==> src/rtl/ws2812_rx.sv <==
// WS2812 single-wire receiver: measures high/low pulse lengths to recover
// 24-bit pixel words, detects latch gaps and flags malformed pulses.
module ws2812_rx #(
    parameter int unsigned CLK_FREQ       = 100_000_000,
    parameter int unsigned BITS_PER_PIXEL = 24,
    parameter int unsigned PX_COUNT_WIDTH = 6,
    parameter int unsigned PX_NUM         = 52,
    parameter int unsigned MIN_HIGH       = 15,
    parameter int unsigned BIT_THRESH     = 60,
    parameter int unsigned MAX_HIGH       = 200,
    parameter int unsigned RESET_CYCLES   = 5000
) (
    input  logic                      clk,
    input  logic                      reset,
    input  logic                      din,
    output logic [BITS_PER_PIXEL-1:0] pixel,
    output logic                      pixel_valid,
    output logic [PX_COUNT_WIDTH-1:0] px_num,
    output logic                      frame_done,
    output logic                      bit_error,
    output logic                      busy
);

    localparam int unsigned BIT_W  = $clog2(BITS_PER_PIXEL + 1);
    localparam int unsigned HIGH_W = $clog2(MAX_HIGH + 2);
    localparam int unsigned LOW_W  = $clog2(RESET_CYCLES + 1);
    localparam int unsigned PIX_W  = PX_COUNT_WIDTH + 1;

    localparam logic [HIGH_W-1:0] HIGH_SAT   = HIGH_W'(MAX_HIGH + 1);
    localparam logic [HIGH_W-1:0] HIGH_MAX   = HIGH_W'(MAX_HIGH);
    localparam logic [HIGH_W-1:0] HIGH_MIN   = HIGH_W'(MIN_HIGH);
    localparam logic [HIGH_W-1:0] HIGH_ONE   = HIGH_W'(BIT_THRESH);
    localparam logic [LOW_W-1:0]  LOW_LATCH  = LOW_W'(RESET_CYCLES);
    localparam logic [BIT_W-1:0]  BIT_LAST   = BIT_W'(BITS_PER_PIXEL - 1);
    localparam logic [PIX_W-1:0]  PIX_LIMIT  = PIX_W'(PX_NUM);

    // Thresholds must be ordered and the clock rate meaningful
    if (CLK_FREQ == 0 || MIN_HIGH >= BIT_THRESH || BIT_THRESH > MAX_HIGH
        || MAX_HIGH >= RESET_CYCLES) begin : g_bad_params
        $error("ws2812_rx: inconsistent timing parameters");
    end

    typedef enum logic [1:0] {
        S_SYNC,
        S_IDLE,
        S_HIGH,
        S_LOW
    } state_t;

    state_t                    state_q, state_d;
    logic                      sync1_q;
    logic                      din_s_q;
    logic                      din_q;
    logic [HIGH_W-1:0]         high_cnt_q, high_cnt_d;
    logic [LOW_W-1:0]          low_cnt_q, low_cnt_d;
    logic [BIT_W-1:0]          bit_cnt_q, bit_cnt_d;
    logic [PIX_W-1:0]          pix_cnt_q, pix_cnt_d;
    logic [BITS_PER_PIXEL-1:0] shift_q, shift_d;
    logic                      done_q, done_d;
    logic [BITS_PER_PIXEL-1:0] pixel_q, pixel_d;
    logic [PX_COUNT_WIDTH-1:0] px_num_q, px_num_d;
    logic                      pixel_valid_q, pixel_valid_d;
    logic                      frame_done_q, frame_done_d;
    logic                      bit_error_q, bit_error_d;
    logic                      busy_q, busy_d;

    logic                      rise_c;
    logic                      fall_c;
    logic                      bit_c;
    logic [HIGH_W-1:0]         high_inc_c;
    logic [LOW_W-1:0]          low_inc_c;

    assign rise_c     = din_s_q & ~din_q;
    assign fall_c     = ~din_s_q & din_q;
    assign bit_c      = (high_cnt_q >= HIGH_ONE);
    assign high_inc_c = (high_cnt_q >= HIGH_SAT) ? HIGH_SAT : high_cnt_q + HIGH_W'(1);
    assign low_inc_c  = (low_cnt_q >= LOW_LATCH) ? LOW_LATCH : low_cnt_q + LOW_W'(1);

    always_comb begin
        state_d       = state_q;
        high_cnt_d    = high_cnt_q;
        low_cnt_d     = low_cnt_q;
        bit_cnt_d     = bit_cnt_q;
        pix_cnt_d     = pix_cnt_q;
        shift_d       = shift_q;
        done_d        = 1'b0;
        pixel_d       = pixel_q;
        px_num_d      = px_num_q;
        pixel_valid_d = 1'b0;
        frame_done_d  = 1'b0;
        bit_error_d   = 1'b0;
        busy_d        = busy_q;

        // Publish the word completed on the previous cycle, then advance the index
        if (done_q) begin
            if (pix_cnt_q < PIX_LIMIT) begin
                pixel_valid_d = 1'b1;
                pixel_d       = shift_q;
                px_num_d      = pix_cnt_q[PX_COUNT_WIDTH-1:0];
            end
            if (pix_cnt_q != '1) begin
                pix_cnt_d = pix_cnt_q + PIX_W'(1);
            end
        end

        unique case (state_q)
            S_SYNC: begin
                if (din_s_q) begin
                    low_cnt_d = '0;
                end else if (low_inc_c == LOW_LATCH) begin
                    low_cnt_d = '0;
                    state_d   = S_IDLE;
                end else begin
                    low_cnt_d = low_inc_c;
                end
            end

            S_IDLE: begin
                if (rise_c) begin
                    high_cnt_d = HIGH_W'(1);
                    busy_d     = 1'b1;
                    state_d    = S_HIGH;
                end
            end

            S_HIGH: begin
                if (high_cnt_q > HIGH_MAX || (fall_c && high_cnt_q < HIGH_MIN)) begin
                    // Stuck line or glitch: drop the frame and resynchronise
                    bit_error_d = 1'b1;
                    busy_d      = 1'b0;
                    high_cnt_d  = '0;
                    low_cnt_d   = '0;
                    bit_cnt_d   = '0;
                    pix_cnt_d   = '0;
                    shift_d     = '0;
                    state_d     = S_SYNC;
                end else if (fall_c) begin
                    shift_d   = {shift_q[BITS_PER_PIXEL-2:0], bit_c};
                    low_cnt_d = LOW_W'(1);
                    state_d   = S_LOW;
                    if (bit_cnt_q == BIT_LAST) begin
                        bit_cnt_d = '0;
                        done_d    = 1'b1;
                    end else begin
                        bit_cnt_d = bit_cnt_q + BIT_W'(1);
                    end
                end else if (din_s_q) begin
                    high_cnt_d = high_inc_c;
                end
            end

            S_LOW: begin
                if (rise_c) begin
                    high_cnt_d = HIGH_W'(1);
                    state_d    = S_HIGH;
                end else if (low_inc_c == LOW_LATCH) begin
                    frame_done_d = (pix_cnt_q != '0);
                    bit_error_d  = (bit_cnt_q != '0);
                    pix_cnt_d    = '0;
                    bit_cnt_d    = '0;
                    shift_d      = '0;
                    low_cnt_d    = '0;
                    busy_d       = 1'b0;
                    state_d      = S_IDLE;
                end else begin
                    low_cnt_d = low_inc_c;
                end
            end

            default: begin
                state_d = S_SYNC;
            end
        endcase
    end

    always_ff @(posedge clk or posedge reset) begin
        if (reset) begin
            state_q       <= S_SYNC;
            sync1_q       <= 1'b0;
            din_s_q       <= 1'b0;
            din_q         <= 1'b0;
            high_cnt_q    <= '0;
            low_cnt_q     <= '0;
            bit_cnt_q     <= '0;
            pix_cnt_q     <= '0;
            shift_q       <= '0;
            done_q        <= 1'b0;
            pixel_q       <= '0;
            px_num_q      <= '0;
            pixel_valid_q <= 1'b0;
            frame_done_q  <= 1'b0;
            bit_error_q   <= 1'b0;
            busy_q        <= 1'b0;
        end else begin
            state_q       <= state_d;
            sync1_q       <= din;
            din_s_q       <= sync1_q;
            din_q         <= din_s_q;
            high_cnt_q    <= high_cnt_d;
            low_cnt_q     <= low_cnt_d;
            bit_cnt_q     <= bit_cnt_d;
            pix_cnt_q     <= pix_cnt_d;
            shift_q       <= shift_d;
            done_q        <= done_d;
            pixel_q       <= pixel_d;
            px_num_q      <= px_num_d;
            pixel_valid_q <= pixel_valid_d;
            frame_done_q  <= frame_done_d;
            bit_error_q   <= bit_error_d;
            busy_q        <= busy_d;
        end
    end

    assign pixel       = pixel_q;
    assign pixel_valid = pixel_valid_q;
    assign px_num      = px_num_q;
    assign frame_done  = frame_done_q;
    assign bit_error   = bit_error_q;
    assign busy        = busy_q;

endmodule

==> config.mk <==
export PLATFORM = sky130hd
export DESIGN_NAME = ws2812_rx
export DESIGN_NICKNAME = d
export VERILOG_FILES = /design/src/rtl/ws2812_rx.sv
export SDC_FILE = /design/constraint.sdc
export NUM_CORES = 1
export LEC_CHECK = 0
export ABC_AREA = 0
export BUFFER_PORTS_ARGS = -buffer_cell sky130_fd_sc_hd__clkbuf_2
export CORE_MARGIN = 8
export CORE_UTILIZATION = 35
export CTS_CLUSTER_SIZE = 16
export DETAILED_ROUTE_END_ITERATION = 12
export SYNTH_ARGS = -nofsm -noshare
export SYNTH_HDL_FRONTEND = slang
export SYNTH_SLANG_ARGS = --single-unit
export TNS_END_PERCENT = 30
==> constraint.sdc <==
create_clock -name clk -period 3.6 [get_ports clk]
set_input_delay 0.72 -clock clk [delete_from_list [all_inputs] [get_ports clk]]
set_output_delay 0.72 -clock clk [all_outputs]
set_load 0.02 [all_outputs]
======== Word-level counts from Yosys, hierarchy flattened ========
Cells that the tools add are included.
word-level totals
  register bits ........................... 97
  input bits .............................. 3
  output and inout bits ................... 34
  logic and storage cells ................. 116
cells by class
  add/subtract/negate cells ............... 4
  magnitude comparators ................... 6
  equal/unequal tests ..................... 15
  mux-type cells .......................... 55
  bitwise logic cells ..................... 4
  reductions and logical operators ........ 16
operator list
  kind                                                                    count
  24-bit two-way mux                                                      4
  13-bit two-way mux                                                      6
  24-bit case mux with 2 select lines                                     1
  8-bit two-way mux                                                       5
  13-bit case mux with 3 select lines                                     1
  7-bit two-way mux                                                       5
  5-bit two-way mux                                                       5
  1-bit two-way mux                                                       16
  8-bit case mux with 2 select lines                                      1
  7-bit case mux with 2 select lines                                      1
  13-bit by 1-bit adder with 13-bit output (second input constant)        1
  13-bit equality test (second input constant)                            1
  13-bit >= comparator (second input constant)                            1
  2-bit two-way mux                                                       6
  2-bit != test (second input constant)                                   5
  5-bit case mux with 2 select lines                                      1
  3-bit != test (second input constant)                                   3
  8-bit by 1-bit adder with 8-bit output (second input constant)          1
  8-bit by 6-bit >= comparator with 1-bit output (second input constant)  1
  8-bit >= comparator (second input constant)                             1
  8-bit > comparator (second input constant)                              1
  8-bit by 4-bit < comparator with 1-bit output (second input constant)   1
  2-bit case mux with 4 select lines                                      1
  4-bit AND reduction                                                     2
  other kinds (23)                                                        29

======== Depth between registers and ports, before layout ========
  depth after elaboration ................. 6
  gate-level depth with buffers ........... 10
  gate-level depth less buffers ........... 8

======== Least setup slack after synthesis ========
Ideal clock, no wire load.
  kind .................................... register to register
  start point ............................. register low_cnt_q[0]
  end point ............................... register shift_q[16]
  setup time .............................. 121 ps
  arrival ................................. 2653 ps
  data required time ...................... 3479 ps
  path slack .............................. 826 ps
  cell stages (with the launch flop) ...... 10
  buffers on the path ..................... 2
  period minus slack after synthesis ...... 2774 ps
  cells stage by stage .................... dfrtp_1 > inv_2 > ha_1 > or3_1 > or4b_2 > o31a_1 > o21a_1 > buf_4 > buf_6 > a22o_1
between the ends
  cells in the longest elaborated chain, start to end .. 5
  elaborated cells on any way between the ends .. 6
  classes of those cells .................. add/sub: 1; order compare: 1; eq/ne: 2; mux: 1; reduce/logical: 1
ends and longest elaborated chain
  item                                                                              RTL line  source
  start, declared                                                                   55        logic [LOW_W-1:0] low_cnt_q, low_cnt_d;
  start signal, assigned                                                            200       low_cnt_q <= low_cnt_d;
  13-bit by 1-bit adder with 13-bit output or 13-bit >= comparator (tied branches)  77        assign low_inc_c = (low_cnt_q >= LOW_LATCH) ? LOW_LATCH : low_cnt_q + LOW_W'(1);
  13-bit two-way mux *                                                              77
  13-bit equality test *                                                            156       end else if (low_inc_c == LOW_LATCH) begin
  2-bit != test (no source line) *                                                  n/a
  4-bit AND reduction (no source line) *                                            n/a
  end signal, assigned                                                              203       shift_q <= shift_d;
  end, declared                                                                     58        logic [BITS_PER_PIXEL-1:0] shift_q, shift_d;
Mark *: on every way between the ends. The rest lies on a longest branch, timed or not.
A chain may end at the register's enable or synchronous reset.

======== Worst setup path after layout ========
  start point ............................. register low_cnt_q[1]
  end point ............................... register bit_cnt_q[0]
between the ends
  cells in the longest elaborated chain, start to end .. 5
  elaborated cells on any way between the ends .. 6
  classes of those cells .................. add/sub: 1; order compare: 1; eq/ne: 2; mux: 1; reduce/logical: 1
ends and longest elaborated chain
  item                                                                              RTL line  source
  13-bit by 1-bit adder with 13-bit output or 13-bit >= comparator (tied branches)  77
  13-bit two-way mux *                                                              77
  13-bit equality test *                                                            156
  2-bit != test (no source line) *                                                  n/a
  4-bit AND reduction (no source line) *                                            n/a
  end signal, assigned                                                              201       bit_cnt_q <= bit_cnt_d;
  end, declared                                                                     56        logic [BIT_W-1:0] bit_cnt_q, bit_cnt_d;
Marks and branches as above.

==> results.md <==
- CP max-delay cell: or4b_2
- Slew Viols, Final: 0
- IO Port Bufs: 36
- Remaining routing DRC violations: 0
- Crit path DAT: 3.40 ns
- Sequential share of the synthesized area: 52.8%
- Clk_lat worst skew: 0.34 ns
- CTS buffer count: 9
- Die area: 17,100 µm²
- Detailed-route via count: 3,655
- Count of final hold-check violations: 0
- Max-Cap Viols: 0
- Normalized max-slew margin: 41.4%
- Cell area power density: 405 nW/µm²
- Pre-CTS WS: 0.425 ns
- Critical-path cell list: inv_1 > ha_1 > or3_1 > or4b_2 > o31a_1 > o21a_1 > a22o_1
- Post-synth ARST share: 100%
- Largest area contributor in the netlist: dfrtp_1
- IO Count: 37
- ANT cells: 0
- Peak VDD IR: 0.000204 V
- # clock sinks: 97
- Cell row count: 42
- Worst Max-Slew Pin Slew: 0.879 ns
- CTS root buffer: clkbuf_16
- Placeable Area: 13,000 µm²
- Vias in the first global route: 3,454
- CP startpoint: low_cnt_q[1]
- FF+latch count, synth: 97
- Syn_nets: 497
- Post-cts resize count: 0
- Placer congestion estimate: 0.873
- Worst path bufs/invs: 1
- Hold_ws: 0.364 ns
- Die W: 131 µm
- Post-synth top flop: dfrtp_1
- Worst Skew: 0.0125 ns
- CP Data Required Time: 3.83 ns
- Share of layout cells above drive strength 1: 13.2%
- Tcrit/Tclk final: 88.1%
- Min-delay src: sync1_q
- Post-Syn Instances: 484
- Die Ht: 131 µm
- Initial DRC count: 321
- Grt ovf: 0
- Netlist Area Pre-Place: 4600 µm²
- Syn-to-layout area delta: 14.4%
- Minimum clock period: 3.17 ns
- Post-CTS Hold Fix Bufs: 0
- R2R Path Start: low_cnt_q[1]
- DP HPWL: 6840 µm
- Clock tree buffer depth: 2
- Leakage: 0.00257 µW
- Clk slew on worst S/H paths: 0.07 ns
- Critical path class: reg2reg
- CP Capture Type: flop
- Starting Density: 35.3%
- YS warnings: 0
- Commonest non-fill, non-tap cell in the layout: nand2_1
- Routed wire per std cell: 13.8 µm
- Tightest Hold Check Type: reg2reg
- Post-CTS Setup Bufs: 0
- Global-route usage over all layers: 11.9%
- Commonest cells after routing, fill and taps aside: nand2_1 (112), dfrtp_1 (97), clkbuf_2 (36), nor2_1 (33), a22o_1 (29)
- DR pass1 iterations: 5
- Syn Area/Cell: 9.50 µm²
- Worst path max stage delay: 0.61 ns
- CTS tree: done
- Fmax: 315 MHz
- Status: finished, final reports clean
- Routed wire length: 9630 µm
- Largest net degree at the start of global routing: 51
- Netlist cell types: 59
- H-Tree Depth: 3
- Largest cells by area after synthesis: dfrtp_1 (53%), nand2_1 (9.1%), a22o_1 (5.5%), ha_1 (2.7%), nor2_1 (2.7%)
- RSZ-0062 raised after global routing: no
- DR vias/cell: 5.24
- EDFF count, synth: 0
- Final Setup Violations: 0
- Synth top area share: 52.8%
- Antenna viol nets, final: 0
- Fin nets: 529
- Initial antenna violation count: 0
- Crit-path max FO: 26
- Crit start category: flop
- Global-route wire length before repair: 16,400 µm
- Final worst setup slack: 0.430 ns
- Cell family with most CP delay: compound AO/OA/AOI/OAI gates
- TNS Setup: 0 ns
## final timing paths
kind	end	slack [ns]	cells after the start
setup / recovery	bit_cnt_q[0]	0.43	7
hold / removal	din_s_q	0.36	0
setup reg to reg	bit_cnt_q[0]	0.43	7
hold reg to reg	din_s_q	0.36	0
max in group asynchronous	low_cnt_q[0]	2.38	3
min in group asynchronous	shift_q[2]	0.46	2
## Yosys cell counts, drive strengths merged (2+ instances only)
master   number
nand2       112
dfrtp        97
nor2         33
a22o         29
o21ai        29
inv          18
clkbuf       17
nand3        16
a21oi        15
a31oi        11
ha           10
and3          6
buf           6
nor2b         6
a21boi        4
a21o          4
nand4         4
nor3          4
o31ai         4
a211oi        3
a41oi         3
and2          3
and4          3
nor4          3
o21a          3
xor2          3
a32o          2
and4b         2
nand2b        2
nor4b         2
o211ai        2
o22ai         2
o2bb2ai       2
o31a          2
or3           2
or4           2
or4b          2
xnor2         2
## cell families (layout without fill, tap and decap cells)
family / Yosys count / in the layout / share of synthesized area (%)
and+or+nand+nor: 204 / 204 / 20.2
xor gates and xnor gates: 5 / 5 / 0.952
adders and majority gates: 10 / 10 / 2.72
buffers and inverters: 42 / 79 / 3.92
muxes: 1 / 1 / 0.218
AOI/OAI and AO/OA: 125 / 125 / 19.2
DFF: 97 / 97 / 52.8
## worst reg2reg max path, cell delays in order, from the launching register on
cell and delay, ns:
dfrtp_1 0.47, inv_1 0.09, ha_1 0.29, or3_1 0.38, or4b_2 0.61, o31a_1 0.33
o21a_1 0.52, a22o_1 0.38
## cell type report
class | count | area, µm²
Sequential cell | 97 | 2430
Timing Repair Buffer | 44 | 240
Fill cell | 1314 | 7770
Tap cell | 176 | 220
Clock inverter | 7 | 75.1
Inverter | 19 | 73.8
Clock buffer | 9 | 225
Multi-Input combinational cell | 345 | 2000
## power breakdown
| group | switching (µW) | internal, µW |
|---|---|---|
| logic | 45.8 | 19.5 |
| clock network | 416 | 545 |
| registers | 12.1 | 1100 |
## flip-flops by register name, indices dropped and copies added, names as in the netlist, 2 cells and up
signal,flops
pixel,24
shift_q,24
low_cnt_q,13
high_cnt_q,8
pix_cnt_q,7
px_num,6
bit_cnt_q,5
state_q,2
## layer usage
layer,global-route usage [%],routed length (µm),vias up
met4,4.59,128,0
met2,18.6,4410,91
li1,-,-,1777
met3,2.72,499,14
met1,15.7,4590,1773
met5,0,0,-
## stage by stage
step / cells / utilization (%) / instance area (µm²) / power (µW)
6_report: 697 / 40.4 / 5260 / 2130
3_3_place_gp: 681 / 38.1 / 4960 / 1190
5_1_grt: 697 / 40.4 / 5260 / 2220
3_5_place_dp: 681 / 38.1 / 4960 / 1190
2_1_floorplan: 484 / - / 4600 / 1170
4_1_cts: 697 / 40.4 / 5260 / 2160
No activity file was read; power rests on OpenSTA's default activity.
